==> src/rtl/lsu_pkg.sv <==
// Shared constants for the load/store unit: RISC-V funct3 size codes,
// error cause codes and the master FSM state encoding.
package lsu_pkg;

  localparam logic [2:0] F3_B  = 3'b000;
  localparam logic [2:0] F3_H  = 3'b001;
  localparam logic [2:0] F3_W  = 3'b010;
  localparam logic [2:0] F3_BU = 3'b100;
  localparam logic [2:0] F3_HU = 3'b101;

  localparam logic [1:0] ERR_NONE  = 2'b00;
  localparam logic [1:0] ERR_MISAL = 2'b01;
  localparam logic [1:0] ERR_ILL   = 2'b10;
  localparam logic [1:0] ERR_TMO   = 2'b11;

  typedef enum logic [1:0] {
    ST_IDLE = 2'd0,
    ST_BUSY = 2'd1,
    ST_RESP = 2'd2
  } lsu_state_e;

endpackage

==> src/rtl/lsu_mem_if.sv <==
// Word-wide data-memory bus between the load/store master and its responder.
interface lsu_mem_if #(
  parameter int unsigned ADDR_W = 32
) ();

  logic              mem_req;
  logic              mem_we;
  logic [ADDR_W-1:0] mem_addr;
  logic [3:0]        mem_be;
  logic [31:0]       mem_wdata;
  logic              mem_ack;
  logic [31:0]       mem_rdata;

  modport master (
    output mem_req, mem_we, mem_addr, mem_be, mem_wdata,
    input  mem_ack, mem_rdata
  );

  modport slave (
    input  mem_req, mem_we, mem_addr, mem_be, mem_wdata,
    output mem_ack, mem_rdata
  );

endinterface

==> src/rtl/lsu_align.sv <==
// Combinational byte-lane steering: store enables/replication, legality
// flags for the incoming request, and extension of the returned load word.
module lsu_align
  import lsu_pkg::*;
(
  input  logic [2:0]  req_funct3,
  input  logic        req_we,
  input  logic [1:0]  req_addr_lo,
  input  logic [31:0] req_wdata,
  output logic [3:0]  req_be,
  output logic [31:0] req_lane_wdata,
  output logic        req_illegal,
  output logic        req_misaligned,
  input  logic [2:0]  rsp_funct3,
  input  logic [1:0]  rsp_addr_lo,
  input  logic [31:0] rsp_rdata,
  output logic [31:0] rsp_load_data
);

  logic [7:0]  ld_byte;
  logic [15:0] ld_half;

  // Loads always read the full word; only stores narrow the enables.
  always_comb begin
    req_be         = 4'b1111;
    req_lane_wdata = req_wdata;
    if (req_we) begin
      case (req_funct3)
        F3_B: begin
          req_be         = 4'b0001 << req_addr_lo;
          req_lane_wdata = {4{req_wdata[7:0]}};
        end
        F3_H: begin
          req_be         = req_addr_lo[1] ? 4'b1100 : 4'b0011;
          req_lane_wdata = {2{req_wdata[15:0]}};
        end
        default: ;
      endcase
    end
  end

  always_comb begin
    req_illegal    = 1'b0;
    req_misaligned = 1'b0;
    case (req_funct3)
      F3_B:         req_illegal = 1'b0;
      F3_H:         req_misaligned = req_addr_lo[0];
      F3_W:         req_misaligned = |req_addr_lo;
      F3_BU:        req_illegal = req_we;
      F3_HU: begin
        req_illegal    = req_we;
        req_misaligned = req_addr_lo[0];
      end
      default:      req_illegal = 1'b1;
    endcase
  end

  always_comb begin
    ld_byte = rsp_rdata[7:0];
    case (rsp_addr_lo)
      2'd0: ld_byte = rsp_rdata[7:0];
      2'd1: ld_byte = rsp_rdata[15:8];
      2'd2: ld_byte = rsp_rdata[23:16];
      2'd3: ld_byte = rsp_rdata[31:24];
      default: ;
    endcase
    ld_half = rsp_addr_lo[1] ? rsp_rdata[31:16] : rsp_rdata[15:0];

    case (rsp_funct3)
      F3_B:    rsp_load_data = {{24{ld_byte[7]}}, ld_byte};
      F3_BU:   rsp_load_data = {24'h000000, ld_byte};
      F3_H:    rsp_load_data = {{16{ld_half[15]}}, ld_half};
      F3_HU:   rsp_load_data = {16'h0000, ld_half};
      default: rsp_load_data = rsp_rdata;
    endcase
  end

endmodule

==> src/rtl/lsu_mem_master.sv <==
// Load/store initiator: accepts one core request, issues a single word
// access on the memory bus and returns a done pulse with extended data.
module lsu_mem_master
  import lsu_pkg::*;
#(
  parameter int unsigned TIMEOUT_CYCLES = 0,
  parameter int unsigned ADDR_W         = 32
) (
  input  logic              clk,
  input  logic              rst,
  input  logic              cpu_req,
  input  logic              cpu_we,
  input  logic [2:0]        cpu_funct3,
  input  logic [ADDR_W-1:0] cpu_addr,
  input  logic [31:0]       cpu_wdata,
  output logic              stall,
  output logic              done,
  output logic [31:0]       load_data,
  output logic              err,
  output logic [1:0]        err_cause,
  lsu_mem_if.master         mem
);

  localparam logic [31:0] TMO_LAST = 32'(TIMEOUT_CYCLES) - 32'd1;

  lsu_state_e        state_reg;
  logic              we_reg;
  logic [2:0]        funct3_reg;
  logic [1:0]        addr_lo_reg;
  logic              mem_req_reg;
  logic              mem_we_reg;
  logic [ADDR_W-1:0] mem_addr_reg;
  logic [3:0]        mem_be_reg;
  logic [31:0]       mem_wdata_reg;
  logic              done_reg;
  logic              err_reg;
  logic [1:0]        err_cause_reg;
  logic [31:0]       load_data_reg;
  logic [31:0]       tmo_cnt_reg;

  logic [3:0]        req_be;
  logic [31:0]       req_lane_wdata;
  logic              req_illegal;
  logic              req_misaligned;
  logic [31:0]       rsp_load_data;

  lsu_align u_align (
    .req_funct3     (cpu_funct3),
    .req_we         (cpu_we),
    .req_addr_lo    (cpu_addr[1:0]),
    .req_wdata      (cpu_wdata),
    .req_be         (req_be),
    .req_lane_wdata (req_lane_wdata),
    .req_illegal    (req_illegal),
    .req_misaligned (req_misaligned),
    .rsp_funct3     (funct3_reg),
    .rsp_addr_lo    (addr_lo_reg),
    .rsp_rdata      (mem.mem_rdata),
    .rsp_load_data  (rsp_load_data)
  );

  always_ff @(posedge clk) begin
    if (rst) begin
      state_reg     <= ST_IDLE;
      we_reg        <= 1'b0;
      funct3_reg    <= 3'b000;
      addr_lo_reg   <= 2'b00;
      mem_req_reg   <= 1'b0;
      mem_we_reg    <= 1'b0;
      mem_addr_reg  <= '0;
      mem_be_reg    <= 4'b0000;
      mem_wdata_reg <= 32'h0;
      done_reg      <= 1'b0;
      err_reg       <= 1'b0;
      err_cause_reg <= ERR_NONE;
      load_data_reg <= 32'h0;
      tmo_cnt_reg   <= 32'h0;
    end else begin
      done_reg <= 1'b0;
      case (state_reg)
        ST_IDLE: begin
          if (cpu_req) begin
            we_reg        <= cpu_we;
            funct3_reg    <= cpu_funct3;
            addr_lo_reg   <= cpu_addr[1:0];
            mem_addr_reg  <= {cpu_addr[ADDR_W-1:2], 2'b00};
            mem_be_reg    <= req_be;
            mem_wdata_reg <= req_lane_wdata;
            // Rejected requests skip the bus entirely and answer next cycle.
            if (req_illegal || req_misaligned) begin
              state_reg     <= ST_RESP;
              done_reg      <= 1'b1;
              err_reg       <= 1'b1;
              err_cause_reg <= req_illegal ? ERR_ILL : ERR_MISAL;
              load_data_reg <= 32'h0;
            end else begin
              state_reg   <= ST_BUSY;
              mem_req_reg <= 1'b1;
              mem_we_reg  <= cpu_we;
              tmo_cnt_reg <= 32'h0;
            end
          end
        end
        ST_BUSY: begin
          // An ack in the final allowed cycle wins over the timeout.
          if (mem.mem_ack) begin
            state_reg     <= ST_RESP;
            done_reg      <= 1'b1;
            mem_req_reg   <= 1'b0;
            mem_we_reg    <= 1'b0;
            err_cause_reg <= ERR_NONE;
            load_data_reg <= we_reg ? 32'h0 : rsp_load_data;
          end else if (TIMEOUT_CYCLES != 0 && tmo_cnt_reg == TMO_LAST) begin
            state_reg     <= ST_RESP;
            done_reg      <= 1'b1;
            err_reg       <= 1'b1;
            err_cause_reg <= ERR_TMO;
            mem_req_reg   <= 1'b0;
            mem_we_reg    <= 1'b0;
            load_data_reg <= 32'h0;
          end else begin
            tmo_cnt_reg <= tmo_cnt_reg + 32'd1;
          end
        end
        ST_RESP: begin
          state_reg <= ST_IDLE;
          err_reg   <= 1'b0;
        end
        default: state_reg <= ST_IDLE;
      endcase
    end
  end

  assign stall         = (state_reg == ST_IDLE && cpu_req) || (state_reg == ST_BUSY);
  assign done          = done_reg;
  assign err           = err_reg;
  assign err_cause     = err_cause_reg;
  assign load_data     = load_data_reg;
  assign mem.mem_req   = mem_req_reg;
  assign mem.mem_we    = mem_we_reg;
  assign mem.mem_addr  = mem_addr_reg;
  assign mem.mem_be    = mem_be_reg;
  assign mem.mem_wdata = mem_wdata_reg;

endmodule

==> src/flat_wrapper.sv <==
// flat-port wrapper written by rule: the top's interface ports become plain ports
module lsu_mem_master_flat import lsu_pkg::*;
#(
  parameter int unsigned TIMEOUT_CYCLES = 0,
  parameter int unsigned ADDR_W         = 32
)
  (clk, rst, cpu_req, cpu_we, cpu_funct3, cpu_addr, cpu_wdata, stall, done, load_data, err, err_cause, mem_mem_req, mem_mem_we, mem_mem_addr, mem_mem_be, mem_mem_wdata, mem_mem_ack, mem_mem_rdata);
  lsu_mem_if #(.ADDR_W(ADDR_W)) mem_i ();
  input  logic clk;
  input  logic rst;
  input  logic cpu_req;
  input  logic cpu_we;
  input  logic [2:0] cpu_funct3;
  input  logic [ADDR_W-1:0] cpu_addr;
  input  logic [31:0] cpu_wdata;
  output logic stall;
  output logic done;
  output logic [31:0] load_data;
  output logic err;
  output logic [1:0] err_cause;
  output wire logic [$bits(mem_i.mem_req)-1:0] mem_mem_req;
  output wire logic [$bits(mem_i.mem_we)-1:0] mem_mem_we;
  output wire logic [$bits(mem_i.mem_addr)-1:0] mem_mem_addr;
  output wire logic [$bits(mem_i.mem_be)-1:0] mem_mem_be;
  output wire logic [$bits(mem_i.mem_wdata)-1:0] mem_mem_wdata;
  input wire logic [$bits(mem_i.mem_ack)-1:0] mem_mem_ack;
  input wire logic [$bits(mem_i.mem_rdata)-1:0] mem_mem_rdata;
  assign mem_mem_req = mem_i.mem_req;
  assign mem_mem_we = mem_i.mem_we;
  assign mem_mem_addr = mem_i.mem_addr;
  assign mem_mem_be = mem_i.mem_be;
  assign mem_mem_wdata = mem_i.mem_wdata;
  assign mem_i.mem_ack = mem_mem_ack;
  assign mem_i.mem_rdata = mem_mem_rdata;
  lsu_mem_master #(.TIMEOUT_CYCLES(TIMEOUT_CYCLES), .ADDR_W(ADDR_W)) u_core (.clk(clk), .rst(rst), .cpu_req(cpu_req), .cpu_we(cpu_we), .cpu_funct3(cpu_funct3), .cpu_addr(cpu_addr), .cpu_wdata(cpu_wdata), .stall(stall), .done(done), .load_data(load_data), .err(err), .err_cause(err_cause), .mem(mem_i));
endmodule
==> config.mk <==
export PLATFORM = sky130hd
export DESIGN_NAME = lsu_mem_master_flat
export DESIGN_NICKNAME = d
export VERILOG_FILES = /design/src/rtl/lsu_pkg.sv /design/src/rtl/lsu_mem_if.sv /design/src/rtl/lsu_align.sv /design/src/rtl/lsu_mem_master.sv /design/src/flat_wrapper.sv
export SDC_FILE = /design/constraint.sdc
export NUM_CORES = 1
export LEC_CHECK = 0
export CAP_MARGIN = 10
export CORE_MARGIN = 2
export CORE_UTILIZATION = 40
export DETAILED_ROUTE_END_ITERATION = 10
export GPL_TIMING_DRIVEN = 0
export MAX_ROUTING_LAYER = met4
export PLACE_DENSITY = 0.87
export SYNTH_ARGS = -nofsm -noshare
export SYNTH_HDL_FRONTEND = slang
export SYNTH_SLANG_ARGS = --single-unit
==> constraint.sdc <==
create_clock -name clk -period 1.9 [get_ports clk]
set_input_delay 0.57 -clock clk [delete_from_list [all_inputs] [get_ports clk]]
set_output_delay 0.57 -clock clk [all_outputs]
set_load 0.005 [all_outputs]
# After elaboration in Yosys (flattened, before gate mapping)
# Index checks and enable logic that the tools add are counted.
# totals
in_bits	104
ff_bits	112
word_cells	86
output_inout_bits	107
# classes
reduce_logical	18
eq_ne	16
n_mux	38
shifts	1
# op_table
cell	count
$mux 32	5
$pmux 32 s2	2
$pmux 32 s4	1
$pmux 8 s4	1
$mux 16	1
$mux 2	7
$eq 3x3->1 const B	4
$pmux 1 s2	6
$mux 1	10
$mux 4	2
$pmux 2 s2	2
$pmux 4 s2	1
$reduce_and 4->1	2
$eq 2x2->1 const B	3
$eq 3x1->1 const B	2
$logic_not 3->1	2
$ne 2x2->1 const B	3
$reduce_or 2->1	3
$eq 2x1->1 const B	2
$logic_not 2->1	2
$reduce_and 2->1	2
$reduce_bool 2->1	2
$shl 1x2->4 const A	1
$eq 3x2->1 const B	1
other kinds (5)	6

# Longest topological paths before layout
# Gate-level depths: netlist (run 1).
# depth
ltp_word	7
mapped_depth	7
depth_no_buf	4

# Cells and area by module
# From an unflattened synthesis (run 1), not the netlist that was laid out.
# unflattened
hier_cells	621
hier_area_um2	5187.5
# modules_own_cells
module	area_per_inst_um2	cells_each	seq_area_each_um2	instances
lsu_mem_master	3834.9	431	2242.2	1
lsu_align	1352.5	190	0.0	1

# Worst setup path before layout (run 1)
# No wires, ideal clock.
# synth_timing
path_kind	input port to flip-flop
start	input port mem_mem_rdata[31]
end	register u_core.load_data_reg[18], in the netlist u_core.load_data[18]
cell_stages	5
arrival_ns	1.591
path_buffers	1
required_time_ns	1.783
setup_ns	0.117
path_slack_ns	0.192
cell_sequence	mux4_2 and2_4 o21ai_4 buf_6 o2bb2ai_1
# synth_between
elab_chain_len	5
# synth_rtl
item	line	text
start: declaration	flat_wrapper.sv:27	input wire logic [$bits(mem_i.mem_rdata)-1:0] mem_mem_rdata;
$pmux 8 s4 or $mux 16 (tied branches)	lsu_align.sv:60, lsu_align.sv:67	
$pmux 32 s4 (*)	lsu_align.sv:69	case (rsp_funct3)
$mux 32 (*)	lsu_mem_master.sv:112	load_data_reg <= we_reg ? 32'h0 : rsp_load_data;
$mux 32 (*)	lsu_mem_master.sv:106	if (mem.mem_ack) begin
$pmux 32 s2 (*)	lsu_mem_master.sv:80	case (state_reg)
end signal: assignment	lsu_mem_master.sv:112	
end: declaration	lsu_mem_master.sv:38	logic [31:0] load_data_reg;
# Mark *: on every way between the ends. The rest lies on a longest branch, timed or not. The select of a mux whose other input is x is not followed.
# A chain may end at the register's enable or synchronous reset.

# Worst setup path after layout (run 1)
# layout_timing
start	register u_core.load_data_reg[31], in the netlist u_core.load_data[31]
end	output port load_data[31]
# layout_lines
item	line	text
end: declaration	flat_wrapper.sv:18	output logic [31:0] load_data;
# No word-level cell between the ends.

==> results of run 1 <==
[routing by layer]
metal  share of wire (%)  routed length [um]
met1                  39                6430
met2                  49                8150
met3                 7.6                1250
met4                 3.9                 648
met5                   0                   0
[cells in the mapped netlist (2+ instances only)]
cell | instances | area [um^2]
nor3b_1 | 5 | 37.5
clkbuf_1 | 28 | 105
a22o_1 | 8 | 70.1
mux2i_1 | 25 | 250
a2bb2oi_1 | 8 | 70.1
a21oi_1 | 82 | 410
o2bb2ai_1 | 16 | 140
nor2_1 | 28 | 105
o22ai_1 | 10 | 62.6
buf_6 | 2 | 22.5
nand2b_1 | 7 | 43.8
a211oi_1 | 16 | 120
nand2_1 | 118 | 443
buf_1 | 3 | 11.3
nor2b_1 | 3 | 18.8
a32o_1 | 2 | 20.0
dfxtp_1 | 112 | 2240
o21ai_0 | 5 | 25.0
inv_1 | 4 | 15.0
nor3_1 | 4 | 20.0
o211ai_1 | 16 | 120
buf_2 | 10 | 50.1
buf_4 | 5 | 37.5
a221o_1 | 7 | 70.1
a21oi_2 | 2 | 17.5
o21a_1 | 2 | 15.0
[cell type report]
type,count,area (um^2),area share [%]
Multi-Input combinational cell,388,2340,31.6
Antenna cell,1,2.50,0.0338
Timing Repair Buffer,214,2100,28.4
Tap cell,143,179,2.41
Buffer,47,244,3.29
Clock inverter,5,41.3,0.557
Clock buffer,10,239,3.22
Sequential cell,112,2240,30.3
Inverter,5,18.8,0.253
[per-stage QoR]
stage,setup WS (ns),hold slack (ns),instances,utilization [%]
finish,0.0607,0.453,925,64.4
global placement,-0.651,0.440,904,61.0
CTS,0.0192,0.452,924,64.0
floorplan,0.192,0.437,553,-
global route,0.00591,0.467,925,64.4
detailed placement,-0.688,0.445,904,61.0
[worst paths after layout]
kind | from | to | slack (ns) | cells past startpoint
worst min register to register | u_core.mem.mem_wdata[12] | u_core.mem.mem_wdata[12] | 0.45 | 2
worst min-delay path | u_core.mem.mem_wdata[12] | u_core.mem.mem_wdata[12] | 0.45 | 2
worst max-delay path | u_core.load_data[31] | load_data[31] | 0.06 | 1
worst max register to register | u_core.state_reg[0] | u_core.mem.mem_wdata[13] | 0.15 | 6
[logic make-up after synthesis]
kind of cell           Yosys count
AOI/OAI and AO/OA              186
buffers and inverters           53
DFF                            112
muxes                           26
other                            1
and+or+nand+nor                174
[power by group]
part / leakage, nW / internal (mW) / switching, mW / total [mW]
Clock: 0.131 / 0.929 / 0.910 / 1.84
Sequential: 0.917 / 2.49 / 0.0779 / 2.56
Combinational: 1.69 / 0.639 / 0.575 / 1.21
Total: 2.73 / 4.05 / 1.56 / 5.62
[what timing repair did]
| item | in CTS | in global routing |
|---|---|---|
| setup endpoints to repair | 102 | 71 |
| cloned | 1 | 0 |
| buffers inserted | 5 | 0 |
| gates resized for setup | 25 | 17 |
| pin swaps | 4 | 0 |
==> run metrics, run 1 <==
Filler cells=969; vias in the first global route=5,121; die width=113 um; CP max stage delay=0.53 ns; Synth async-reset ratio=0%; post-route ant nets=0; Ports=211; maxcap violations=0; post-synthesis mux area share=5.73%; fin crit share=96.8%; first-pass GRT wire length=26,200 um; met1 Usage GRT=30.9%; Synth Area in Compound Gates=26.3%; Core ar.=0.0115 mm^2; row count=39; Worst Path Max Fanout=2; Slew @ Worst Pin=0.601 ns; # H-tree levels=3; syn_area_per_cell=8.62 um^2; WP data required=1.33 ns; initial antenna violation count=1; CTS Sinks=112; most common cell after layout, fill and taps aside=clkdlybuf4s50_1; vias per std cell=5.39; I/O Buffers=208; Pre-Repair DR Iteration Count=10; drc violations=8; Synth Area in XOR/XNOR=0%; Pwr Total=5.62 mW; Top Usage Layer GRT=met2; Worst Setup End Kind=primary output; Ys Warns=0; Hold-fix buffers, CTS=0; failing checks=design-rule violations; gr usage total=26.6%; Initial Utilization=41.3%; worst min path class=reg -> reg; DP Wirelength=12,700 um; Congestion Overflow GR=0; Seq cells post-synth=112; number of flops mapped to enable cells by yosys=0; share of synthesized cell area in full adder, half adder and majority cells=0%; DRT Wirelength=16,500 um; Clock Latency Late Sink=0.36 ns; top_reg_cell synth=dfxtp_1; Post-Synth Simple-Gate Area=15.7%; status=finished with violations; largest net degree at the start of global routing=19; met2 Use GR=42.9%; chip height=113 um; slowest CP cell=clkdlybuf4s50_1; most frequent cells in the layout=195 x clkdlybuf4s50_1, 117 x nand2_1, 112 x dfxtp_1; Clk pin slew, worst setup/hold paths=0.07 ns; Tmin final=1.84 ns; worst vdd ir=0.000594 V; synthesized instance count=552; startpoint types=register; TritonCTS buffer count=9; P_leak=2.73 nW; Slew Limit Headroom=60.0%; Final setup viols=0; gpl congestion=0.858; f_max=544 MHz; CTS tree=yes; crit path cell chain=clkdlybuf4s50_1; critical path type=reg -> out; Fin. Hold Viols=0; Distinct cells, synth=50; largest family of logic cells by synthesized area=compound AO/OA/AOI/OAI gates; Fin Setup TNS=0 ns; Buf+Inv Stages, Crit Path=1; Setup Skew=0.00930 ns; CTS Buffer Depth=2; drt wl/cell=17.8 um; RSZ-0062 raised after global routing=no; Post-Syn Area=0.00476 mm^2; Top Family by Delay on Critical Path=buffers and inverters; Power Dens Cells=758 mW/mm^2; via count=4,982; initial DRC count=363; sequential area share after synthesis=47.1%; post-route cell area=0.00741 mm^2; placed inst area=0.00702 mm^2; # nets final=881; CP Data Arrival Time=1.27 ns; met3 usage=7.61%; synthesis-to-layout area growth=55.7%; die area=0.0128 mm^2; Slew Limit Fails=0; layout cell share with drive strength beyond 1=8.19%; CTS Root Cell=clkbuf_16
Note: power is estimated with default switching activity, not from simulation.
==> run 2: changes to the inputs <==
SLEW_MARGIN = 5   (was unset)
==> results of run 2 <==
The final DEF is identical to that of run 1; final timing and power are the same.
==> run 3: changes to the inputs <==
DONT_BUFFER_PORTS = 1   (was unset)
PLACE_DENSITY = 0.64   (was 0.87)
TNS_END_PERCENT = 5   (was unset)
==> run 3 against run 2 <==
The flow still finishes with violations (design-rule violations). Highest routed layer unchanged. Critical path type is now reg -> reg. Via count shrank 17%. Clock-buffer cell count grew 1. Global-route usage shrank 5.0 points.
==> run metrics, run 3 (synthesis gave the netlist of run 1 again) <==
placed inst area=0.00494 mm^2 (-30%); gr usage total=21.6% (-5.0 points); CTS Root Cell=clkbuf_16; Fin Setup TNS=0 ns (unchanged); Sw Ratio=26.2% (-1.6 points); initial antenna violation count=0 (-1); fin crit share=94.4% (-2.4 points); Ports=211 (unchanged); chip height=113 um (unchanged); Clk pin slew, worst setup/hold paths=0.08 ns (about the same); Tmin final=1.79 ns (-0.0451 ns); Worst Setup End Kind=register; P_leak=1.89 nW (-31%); drt wl/cell=19.2 um (+7.6%); Pre-Repair DR Iteration Count=8 (-2); initial DRC count=253 (-30%); Power Dens Cells=978 mW/mm^2 (+29%); Congestion Overflow GR=0 (unchanged); DP Wirelength=10,600 um (-16%); I/O Buffers=0 (-100%); Final setup viols=0 (unchanged); CTS tree=yes; CTS Sinks=112 (unchanged); ANT cells=0 (-1); most frequent cells in the layout=118 x nand2_1, 112 x dfxtp_1, 82 x a21oi_1; TritonCTS buffer count=9 (unchanged); worst vdd ir=0.000508 V (-14%); post-route cell area=0.00525 mm^2 (-29%); Slew @ Worst Pin=0.654 ns (+0.0531 ns); Switch Pwr=1.34 mW (-14%); Gate power share=12.3% (-9.3 points); drc violations=13 (+5); RSZ-0062 raised after global routing=yes; DRT Wirelength=13,700 um (-17%); row count=39 (unchanged); critical path type=reg -> reg; status=finished with violations; worst min path class=in -> reg; Setup Skew=0.00771 ns (-0.00159 ns); Clk pwr share=36.9% (+4.2 points); most common cell after layout, fill and taps aside=nand2_1; gpl congestion=0.929 (+8.2%); CP Data Arrival Time=2.02 ns (+0.75 ns); f_max=557 MHz (+2.5%); # nets final=668 (-24%); via count=4,113 (-17%); first-pass GRT wire length=21,400 um (-18%); crit path cell chain=nor2b_1, buf_2, o2111ai_1, a211oi_1, a221o_1; die width=113 um (unchanged); Worst Path Max Fanout=8 (+6); startpoint types=register; WP data required=2.12 ns (+0.79 ns); vias per std cell=5.78 (+7.3%); layout cell share with drive strength beyond 1=7.73% (-0.46 points); post-route ant nets=0 (unchanged); vias in the first global route=4,057 (-21%); maxcap violations=0 (unchanged); Core ar.=0.0115 mm^2 (unchanged); Fin. Hold Viols=0 (unchanged); largest net degree at the start of global routing=18 (-1); CTS Buffer Depth=2 (unchanged); CP max stage delay=0.56 ns (+0.03 ns); Initial Utilization=41.3% (unchanged); Clock Latency Late Sink=0.34 ns (-0.02 ns); Final Hold Slack=0.358 ns (-0.0948 ns); part of the power in registers=50.8% (+5.2 points); synthesis-to-layout area growth=10.2%; slowest CP cell=o2111ai_1; Cell Int Power=3.79 mW (-6.6%); # H-tree levels=3 (unchanged); die area=0.0128 mm^2 (unchanged); Slew Limit Headroom=56.4% (-3.6 points); failing checks=design-rule violations; Slew Limit Fails=0 (unchanged)
## run 3: cell types whose count changed in the layout (fill, tap and decap cells not counted), sizes merged, moves of 2 or more
cell and delta:
dlygate4sd2 -10, clkbuf -2, clkdlybuf4s50 -195, buf -4
## run 3: critical path, delay by kind of cell, from the launching register on
family | cells | cell delay, ns
flops | 1 | 0.38
buf+inv | 1 | 0.17
simple gates | 1 | 0.16
compound gates | 3 | 0.97
## run 3: metrics by stage
| step | total power, mW | std cells | util, % | worst slack [ns] |
|---|---|---|---|---|
| floorplan | 3.12 | 553 | - | 0.192 |
| global route | 5.40 | 712 | 45.5 | -0.0340 |
| finish | 5.13 | 712 | 45.5 | 0.106 |
| CTS | 5.19 | 712 | 45.5 | 0.0366 |
| global placement | 3.27 | 696 | 42.9 | -0.0725 |
| detailed placement | 3.29 | 696 | 42.9 | -0.0669 |
## run 3: worst paths after layout
path,startpoint,to,slack (ns),cells past startpoint
worst max-delay path,u_core.addr_lo_reg[0],u_core.load_data[3],0.11,5
worst max register to register,u_core.addr_lo_reg[0],u_core.load_data[3],0.11,5
worst min-delay path,cpu_wdata[6],u_core.mem.mem_wdata[6],0.36,2
worst min register to register,u_core.we_reg,u_core.we_reg,0.46,2
## run 3: timing repair
action                     4_1_cts  5_1_grt
hold buffers                     0        0
resized for setup                0        3
setup buffers                    0        0
setup endpoints to repair        0       10
## run 3: power groups by stage
stage | Clock (mW) | Combinational, mW | Sequential [mW]
6_report | 1.89 | 0.630 | 2.61
5_1_grt | 2.07 | 0.716 | 2.62
4_1_cts | 1.95 | 0.631 | 2.61
3_5_place_dp | 0 | 0.631 | 2.66
3_3_place_gp | 0 | 0.607 | 2.66
2_1_floorplan | 0 | 0.500 | 2.62
## run 3: cell type report
cell class | count | area (um^2)
flip-flops and latches | 112 | 2240
well taps | 143 | 179
plain buffers | 48 | 226
multi-input cells | 388 | 2280
inverters | 5 | 18.8
fillers | 1143 | 6270
clock buffers | 11 | 243
clock inverters | 5 | 56.3
## run 3: routing by layer
metal / GRT usage, % / vias to the layer above / wire length, um
li1: - / 1979 / -
met5: - / - / 0
met4: 8.21 / 0 / 420
met3: 8.30 / 30 / 1430
met2: 33.9 / 188 / 6310
met1: 25.2 / 1916 / 5490
